### config.mk
export PLATFORM = sky130hd
export DESIGN_NAME = cis_line_sequencer
export DESIGN_NICKNAME = d
export VERILOG_FILES = /design/src/rtl/cis_line_sequencer.sv
export SDC_FILE = /design/constraint.sdc
export NUM_CORES = 1
export LEC_CHECK = 0
export CORE_AREA = 2 2 150 94
export DETAILED_ROUTE_END_ITERATION = 7
export DIE_AREA = 0 0 152 96
export GPL_TIMING_DRIVEN = 0
export HOLD_SLACK_MARGIN = 0.03
export PLACE_DENSITY_LB_ADDON = 0.2
export SETUP_SLACK_MARGIN = 0.3
export SLEW_MARGIN = 20
export SYNTH_ARGS = -nofsm -noshare
export SYNTH_HDL_FRONTEND = slang
export SYNTH_SLANG_ARGS = --single-unit
### constraint.sdc
create_clock -name CLK -period 10.2 [get_ports CLK]
set_input_delay 3.06 -clock CLK [delete_from_list [all_inputs] [get_ports CLK]]
set_output_delay 3.06 -clock CLK [all_outputs]
set_load 0.03 [all_outputs]
### src/rtl/cis_line_sequencer.sv
// Line-timing sequencer for contact image sensors: SI start pulse, per-channel LED
// exposure windows and line/group framing across a masked set of colour channels.
module cis_line_sequencer #(
  parameter int NCH          = 3,
  parameter int LINE_TIME    = 2688,
  parameter int PIX_CNT      = 2592,
  parameter int LED_ON_START = 60,
  parameter int SI_WIDTH     = 5,
  parameter int CNT_WIDTH    = 24,
  parameter int LCNT_WIDTH   = 16
) (
  input  logic                  CLK,
  input  logic                  RST,
  input  logic [1:0]            MODE,
  input  logic [NCH-1:0]        CH_MASK,
  input  logic [CNT_WIDTH-1:0]  GROUP_DELAY,
  input  logic                  EXT_START,
  input  logic [LCNT_WIDTH-1:0] EXT_LCNT,
  output logic                  SI,
  output logic [NCH-1:0]        LED_EN,
  output logic [2:0]            CH_IDX,
  output logic                  LINE_START,
  output logic                  GROUP_DONE,
  output logic                  BUSY,
  output logic                  TRIG_MISSED
);

  typedef enum logic [1:0] {
    ST_IDLE = 2'd0,
    ST_LINE = 2'd1,
    ST_GAP  = 2'd2
  } state_t;

  localparam logic [CNT_WIDTH-1:0]  CNT_ZERO  = {CNT_WIDTH{1'b0}};
  localparam logic [CNT_WIDTH-1:0]  CNT_ONE   = {{(CNT_WIDTH-1){1'b0}}, 1'b1};
  localparam logic [CNT_WIDTH-1:0]  LT_C      = CNT_WIDTH'(LINE_TIME);
  localparam logic [CNT_WIDTH-1:0]  LAST_LC   = CNT_WIDTH'(LINE_TIME - 1);
  localparam logic [CNT_WIDTH-1:0]  SI_END    = CNT_WIDTH'(SI_WIDTH);
  localparam logic [CNT_WIDTH-1:0]  LED_ON    = CNT_WIDTH'(LED_ON_START);
  localparam logic [CNT_WIDTH-1:0]  LED_OFF   = CNT_WIDTH'(LED_ON_START + PIX_CNT);
  localparam logic [LCNT_WIDTH-1:0] LCNT_ZERO = {LCNT_WIDTH{1'b0}};
  localparam logic [LCNT_WIDTH-1:0] LCNT_ONE  = {{(LCNT_WIDTH-1){1'b0}}, 1'b1};

  function automatic logic [NCH-1:0] eff_mask(input logic [NCH-1:0] m);
    eff_mask = (m == {NCH{1'b0}}) ? {NCH{1'b1}} : m;
  endfunction

  function automatic logic [2:0] lowest_idx(input logic [NCH-1:0] m);
    lowest_idx = 3'd0;
    for (int i = NCH - 1; i >= 0; i--) begin
      if (m[i]) lowest_idx = 3'(i);
    end
  endfunction

  // Bit 3 flags that a higher-indexed enabled channel exists; bits 2:0 give its index.
  function automatic logic [3:0] next_idx(input logic [NCH-1:0] m, input logic [2:0] cur);
    next_idx = 4'd0;
    for (int i = NCH - 1; i >= 0; i--) begin
      if (m[i] && (3'(i) > cur)) next_idx = {1'b1, 3'(i)};
    end
  endfunction

  function automatic logic [NCH-1:0] onehot(input logic [2:0] idx);
    for (int i = 0; i < NCH; i++) begin
      onehot[i] = (idx == 3'(i));
    end
  endfunction

  state_t                state_q, state_d;
  logic [CNT_WIDTH-1:0]  lc_q, lc_d;
  logic [CNT_WIDTH-1:0]  gc_q, gc_d;
  logic [LCNT_WIDTH-1:0] gcount_q, gcount_d;
  logic [2:0]            ch_q, ch_d;
  logic [1:0]            mode_q, mode_d;
  logic [NCH-1:0]        mask_q, mask_d;
  logic [CNT_WIDTH-1:0]  dly_q, dly_d;
  logic [LCNT_WIDTH-1:0] lcnt_q, lcnt_d;
  logic                  start_q, start_d;
  logic                  ext1_q, ext1_d;
  logic                  ext2_q, ext2_d;

  logic                  si_q, si_d;
  logic [NCH-1:0]        led_q, led_d;
  logic [2:0]            ch_out_q, ch_out_d;
  logic                  ls_q, ls_d;
  logic                  gd_q, gd_d;
  logic                  busy_q, busy_d;
  logic                  tm_q, tm_d;

  logic                  rise_s;
  logic                  go_s;
  logic                  do_start_s;
  logic [NCH-1:0]        gs_mask_s;
  logic [CNT_WIDTH-1:0]  gs_dly_s;
  logic [LCNT_WIDTH-1:0] gs_lcnt_s;
  logic [3:0]            nx_s;
  logic [CNT_WIDTH-1:0]  gap_last_s;
  logic [LCNT_WIDTH-1:0] gcount_inc_s;

  // Sequencer next-state: line/gap counters, channel stepping and group-start capture.
  always_comb begin
    state_d    = state_q;
    lc_d       = lc_q;
    gc_d       = gc_q;
    gcount_d   = gcount_q;
    ch_d       = ch_q;
    start_d    = 1'b0;
    ext1_d     = EXT_START;
    ext2_d     = ext1_q;
    do_start_s = 1'b0;

    rise_s       = ext1_q & ~ext2_q;
    go_s         = (MODE == 2'd0) || (MODE == 2'd1) || ((MODE == 2'd2) && rise_s);
    gs_mask_s    = eff_mask(CH_MASK);
    gs_dly_s     = (GROUP_DELAY < LT_C) ? LT_C : GROUP_DELAY;
    gs_lcnt_s    = (EXT_LCNT == LCNT_ZERO) ? LCNT_ONE : EXT_LCNT;
    nx_s         = next_idx(mask_q, ch_q);
    gap_last_s   = (mode_q == 2'd1) ? (dly_q - CNT_ONE) : LAST_LC;
    gcount_inc_s = gcount_q + LCNT_ONE;

    case (state_q)
      ST_IDLE: begin
        ch_d = lowest_idx(gs_mask_s);
        if (start_q) begin
          do_start_s = 1'b1;
        end else begin
          start_d = go_s;
        end
      end
      ST_LINE: begin
        if (lc_q != LAST_LC) begin
          lc_d = lc_q + CNT_ONE;
        end else if (nx_s[3]) begin
          ch_d = nx_s[2:0];
          lc_d = CNT_ZERO;
        end else begin
          lc_d = CNT_ZERO;
          case (mode_q)
            2'd0: do_start_s = 1'b1;
            2'd1: begin
              state_d = ST_GAP;
              gc_d    = CNT_ZERO;
            end
            2'd2: begin
              if (gcount_inc_s == lcnt_q) begin
                gcount_d = LCNT_ZERO;
                state_d  = ST_GAP;
                gc_d     = CNT_ZERO;
              end else begin
                gcount_d   = gcount_inc_s;
                do_start_s = 1'b1;
              end
            end
            default: begin
              state_d = ST_IDLE;
              ch_d    = lowest_idx(gs_mask_s);
            end
          endcase
        end
      end
      ST_GAP: begin
        if (gc_q != gap_last_s) begin
          gc_d = gc_q + CNT_ONE;
        end else if (mode_q == 2'd1) begin
          gc_d       = CNT_ZERO;
          do_start_s = 1'b1;
        end else begin
          gc_d    = CNT_ZERO;
          state_d = ST_IDLE;
          ch_d    = lowest_idx(gs_mask_s);
        end
      end
      default: begin
        state_d = ST_IDLE;
      end
    endcase

    // Group configuration is only sampled here, so mid-group input changes wait.
    if (do_start_s) begin
      state_d  = ST_LINE;
      lc_d     = CNT_ZERO;
      mode_d   = MODE;
      mask_d   = gs_mask_s;
      dly_d    = gs_dly_s;
      lcnt_d   = gs_lcnt_s;
      ch_d     = lowest_idx(gs_mask_s);
      gcount_d = (MODE == 2'd2) ? gcount_d : LCNT_ZERO;
    end else begin
      mode_d   = mode_q;
      mask_d   = mask_q;
      dly_d    = dly_q;
      lcnt_d   = lcnt_q;
    end
  end

  // Output decode from the current sequencer state; registered below.
  always_comb begin
    si_d     = ((state_q == ST_LINE) && (lc_q < SI_END)) ||
               ((state_q == ST_GAP) && (gc_q < SI_END));
    led_d    = ((state_q == ST_LINE) && (lc_q >= LED_ON) && (lc_q < LED_OFF)) ?
               onehot(ch_q) : {NCH{1'b0}};
    ls_d     = (state_q == ST_LINE) && (lc_q == CNT_ZERO);
    gd_d     = (state_q == ST_LINE) && (lc_q == LAST_LC) && !nx_s[3];
    busy_d   = (state_q != ST_IDLE);
    tm_d     = rise_s && ((state_q != ST_IDLE) || (MODE != 2'd2));
    ch_out_d = ch_q;
  end

  // State and output registers with synchronous active-low reset.
  always_ff @(posedge CLK) begin
    if (!RST) begin
      state_q  <= ST_IDLE;
      lc_q     <= CNT_ZERO;
      gc_q     <= CNT_ZERO;
      gcount_q <= LCNT_ZERO;
      ch_q     <= 3'd0;
      mode_q   <= 2'd0;
      mask_q   <= {NCH{1'b1}};
      dly_q    <= LT_C;
      lcnt_q   <= LCNT_ONE;
      start_q  <= 1'b0;
      ext1_q   <= 1'b0;
      ext2_q   <= 1'b0;
      si_q     <= 1'b0;
      led_q    <= {NCH{1'b0}};
      ch_out_q <= 3'd0;
      ls_q     <= 1'b0;
      gd_q     <= 1'b0;
      busy_q   <= 1'b0;
      tm_q     <= 1'b0;
    end else begin
      state_q  <= state_d;
      lc_q     <= lc_d;
      gc_q     <= gc_d;
      gcount_q <= gcount_d;
      ch_q     <= ch_d;
      mode_q   <= mode_d;
      mask_q   <= mask_d;
      dly_q    <= dly_d;
      lcnt_q   <= lcnt_d;
      start_q  <= start_d;
      ext1_q   <= ext1_d;
      ext2_q   <= ext2_d;
      si_q     <= si_d;
      led_q    <= led_d;
      ch_out_q <= ch_out_d;
      ls_q     <= ls_d;
      gd_q     <= gd_d;
      busy_q   <= busy_d;
      tm_q     <= tm_d;
    end
  end

  assign SI          = si_q;
  assign LED_EN      = led_q;
  assign CH_IDX      = ch_out_q;
  assign LINE_START  = ls_q;
  assign GROUP_DONE  = gd_q;
  assign BUSY        = busy_q;
  assign TRIG_MISSED = tm_q;

endmodule

* Word-level counts from Yosys, hierarchy flattened
Index checks and enable logic that the tools add are counted.
Widths: inputs -> output; s select.
** Cells by class
- Add/subtract/negate cells :: 4
- Order comparisons :: 8
- Equality and inequality tests :: 28
- Mux-type cells :: 47
- Bitwise operators :: 4
- Reduce and logical (&&, ||, !) cells :: 35
** Operators with widths (number)
- $mux 24 :: 7
- $mux 16 :: 8
- $pmux 24 s2 :: 2
- $add 24x1->24 const B :: 2
- $lt 24x12->1 const B :: 2
- $lt 24x3->1 const B :: 2
- $eq 24x12->1 const B :: 1
- $ge 24x6->1 const B :: 1
- $logic_not 24->1 :: 1
- $mux 3 :: 8
- $ne 24x12->1 const B :: 1
- $ne 24x24->1 :: 1
- $sub 24x1->24 const B :: 1
- $ne 3x3->1 const B :: 6
- $add 16x1->16 const B :: 1
- $eq 16x16->1 :: 1
- $logic_not 16->1 :: 1
- $mux 2 :: 7
- $ne 2x2->1 const B :: 7
- $reduce_and 7->1 :: 2
- $logic_and 1x1->1 :: 12
- $mux 4 :: 3
- $pmux 2 s3 :: 2
- $reduce_and 5->1 :: 2
- other kinds (23) :: 45
** Word-level totals
- Register bits after elaboration :: 128
- Input port bits :: 48
- Output and inout port bits :: 11
- Logic and storage cells :: 146

* Depth between registers and ports, before layout
- Depth in word-level cells :: 10
- Gate-level depth with buffers :: 15

* Worst setup path before layout
Ideal clock, no wire load.
- Kind :: input to register
- Start :: input port RST
- End :: register dly_q[11]
- Arrival :: 4218 ps
- Required time :: 10075 ps
- Slack :: 5857 ps
- Stages :: 7
- Buffers on the path :: 2
- Path through :: clkbuf_1 > inv_1 > a41oi_1 > clkbuf_1 > nor2b_1 > o21ai_0 > o41a_1
** RTL lines
- from (decl) :: RTL line 13 : input logic RST,
- to (signal assigned) :: RTL line 239 : dly_q <= dly_d;
- to (decl) :: RTL line 76 : logic [CNT_WIDTH-1:0] dly_q, dly_d;

* Worst setup path after layout
- Start :: input port GROUP_DELAY[9]
- End :: register dly_q[11]
** On the way
- Word-level cells in the longest chain between the ends :: 2
** RTL lines
- from (decl) :: RTL line 16 : input logic [CNT_WIDTH-1:0] GROUP_DELAY,
- $lt 24x12->1 :: RTL line 115 : gs_dly_s = (GROUP_DELAY < LT_C) ? LT_C : GROUP_DELAY;
- $mux 24 :: RTL line 115
No other way between the ends.
A chain may end at the register's enable or synchronous reset.

==> out/results.txt <==
share of layout cells above drive strength 1 - 8.757%
synth unique cells - 80
initial antenna violation count - 0
GRT Total Usage - 32.64%
gpl congestion - 0.9689
max-cap violations - 0
yosys warns - 0
post-route clock period utilization - 45.78%
async set-reset flop share out of synthesis - 0%
Num CTS Buffers - 17
CTS tree - yes
RSZ-0062 raised after global routing - no
average wire per standard cell - 19.41 um
Slew @ Worst Pin - 0.8554 ns
critical path required time - 10.51 ns
worst vdd ir - 0.08384 mV
CTS resizes - 0
post-route setup TNS - 0 ns
full die area - 14,590 um^2
f_max - 214.1 MHz
Mean Syn Cell Area - 7.980 um^2
hold slack - 0.4777 ns
met3 GRT Util - 8.915%
Overflow after GRT - 0
met1 Usage GRT - 51.30%
Final Hold Fails - 0
Yosys top cell area share - 32.20%
Post-CTS Hold Fix Bufs - 0
Post-Syn Instances - 974
Detailed Route WL - 24,020 um
CTS max path bufs - 2
first-pass GRT wire length - 37,440 um
FF+latch count, synth - 125
status - finished with violations
port bufs - 56
crit path DAT - 4.98 ns
Worst Hold Class - flip-flop to flip-flop
TritonCTS Sinks - 125
# IOs - 59
sequential area share after synthesis - 32.20%
pin count of the biggest net entering global routing - 17
Leakage - 3.159 nW
CP startpoint kind - input pin
n_diodes - 0
M2 GR Usage - 42.12%
min Tclk post-route - 4.670 ns
slew margin rel. - 42.17%
EDFF count, synth - 0
clock latency on the worst-skew pair - 0.43 ns
vias - 8,006
synth cell count leaders - 125 x dfxtp_1, 67 x nand2_1, 65 x nand3_1
number of iterations in the first detailed-routing pass - 8
mapped cell area - 7772 um^2
most common cell in the synthesized netlist - dfxtp_1
Setup Buffers After CTS - 0
Placed Cells incl. Taps - 1,205
Via density - 6.472
syn nets - 1,033
dominant synthesized flop cell - dfxtp_1
ranking of synthesized cells by area - dfxtp_1 32%, xnor2_1 4.3%, nand3_1 4.2%
Chip Height - 96 um
Synth-to-Final Area Change - 17.71%
Initial Utilization - 58.64%
vias in the first global route - 6,968
die width - 152 um
PD cells - 143.6 nW/um^2
fin. max-slew vios - 0
initial drt markers - 895
Core Region - 13,250 um^2
nets@finish - 1,108
GR peak layer - met1
failing checks - DRC
num rows - 33
CP Capture Type - flip-flop
critical path class - input pin to flip-flop
crit path max fanout - 10
Clock transition at path regs - 0.07 ns
dpl hpwl - 17,560 um
fin cells - 1,237
Routed Antenna Nets - 0
Final setup viols - 0
clock root buffer master - clkbuf_16
CTS H-Tree Depth - 4
skew final - 0.01340 ns
DRC viols - 2
Synth area leader - dfxtp_1
[cell type report]
| type | instances | area, um^2 |
|---|---|---|
| buffer | 78 | 344.1 |
| clock buffer | 17 | 425.4 |
| clock inverter | 15 | 171.4 |
| fill | 1075 | 4105 |
| inverter | 26 | 97.59 |
| multi-input combinational | 745 | 4828 |
| sequential | 125 | 2502 |
| tap | 175 | 219.0 |
| timing repair buffer | 56 | 560.5 |
[worst paths after layout]
| path | start | endpoint | slack [ns] | depth (start not counted) |
|---|---|---|---|---|
| setup / recovery | GROUP_DELAY[9] | dly_q[11]$_SDFFE_PN1N_ | 5.53 | 8 |
| hold / removal | ext1_q$_SDFF_PN0_ | ext2_q$_SDFF_PN0_ | 0.48 | 1 |
| setup reg to reg | dly_q[5]$_SDFFE_PN0N_ | lc_q[21]$_SDFFE_PP0P_ | 5.73 | 12 |
| hold reg to reg | ext1_q$_SDFF_PN0_ | ext2_q$_SDFF_PN0_ | 0.48 | 1 |
[cells by family (layout without fill, tap and decap cells)]
group                    Yosys count  count (layout)  synth area share [%]
AO/OA/AOI/OAI                    234             234                 20.69
multiplexers                      16              16                 2.077
buffers and inverters            104             192                 5.682
flip-flops                       125             125                 32.20
AND/OR/NAND/NOR                  413             413                 29.48
adder cells (fa/ha/maj)           11              11                 1.771
other                              1               1               0.04825
XOR/XNOR                          70              70                 8.065
[layout by cell type, fill, tap and decap left out, types with 20 or more instances in the layout]
cell type,Yosys,layout
dfxtp_1,125,125
nand2_1,67,67
nand3_1,65,65
o21ai_0,62,62
nor3_1,59,59
clkbuf_1,57,57
clkdlybuf4s50_1,0,56
a21oi_1,50,50
nor2_1,47,47
xnor2_1,38,38
xor2_1,31,31
nor4_1,28,28
inv_1,25,25
o21a_1,20,20
[metal layers]
layer / wire length [um] / vias to the layer above
met5: 0 / -
met4: 335 / 0
met3: 3031 / 35
met2: 8923 / 449
met1: 11720 / 3761
li1: - / 3761
[critical path, cell delays in order]
cell and delay, ns:
clkdlybuf4s50_1 0.52, o21a_1 0.13, o21ai_0 0.11, a41oi_1 0.36
clkbuf_1 0.41, nor2b_1 0.18, o21ai_0 0.09, o41a_1 0.12
[registers in the layout, summed over array words and instances, names as in the netlist]
signal,flops
BUSY,1
CH_IDX,2
GROUP_DONE,1
LED_EN,3
LINE_START,1
SI,1
TRIG_MISSED,1
ch_out_d,2
dly_q,24
ext1_q,1
ext2_q,1
gc_q,24
gcount_q,16
lc_q,24
lcnt_q,16
mask_q,2
mode_q,2
start_q,1
state_q,2
[stage by stage]
step                total power [W]  util, %  setup slack, ns  cell area [um^2]
CTS                        0.001306    69.03            5.566              9149
global placement          0.0006927    64.52            5.143              8552
finish                     0.001314    69.03            5.530              9149
global route               0.001349    69.03            5.322              9149
detailed placement        0.0006953    64.52            5.126              8552
floorplan                 0.0006326        -            5.857              7772
[power breakdown]
group          internal, W  switching [W]  total, W
registers         0.000502      0.0000145  0.000516
clock network     0.000348       0.000272  0.000620
logic            0.0000693       0.000108  0.000177
total             0.000919       0.000395   0.00131
Power figures use the tool's default switching activity.
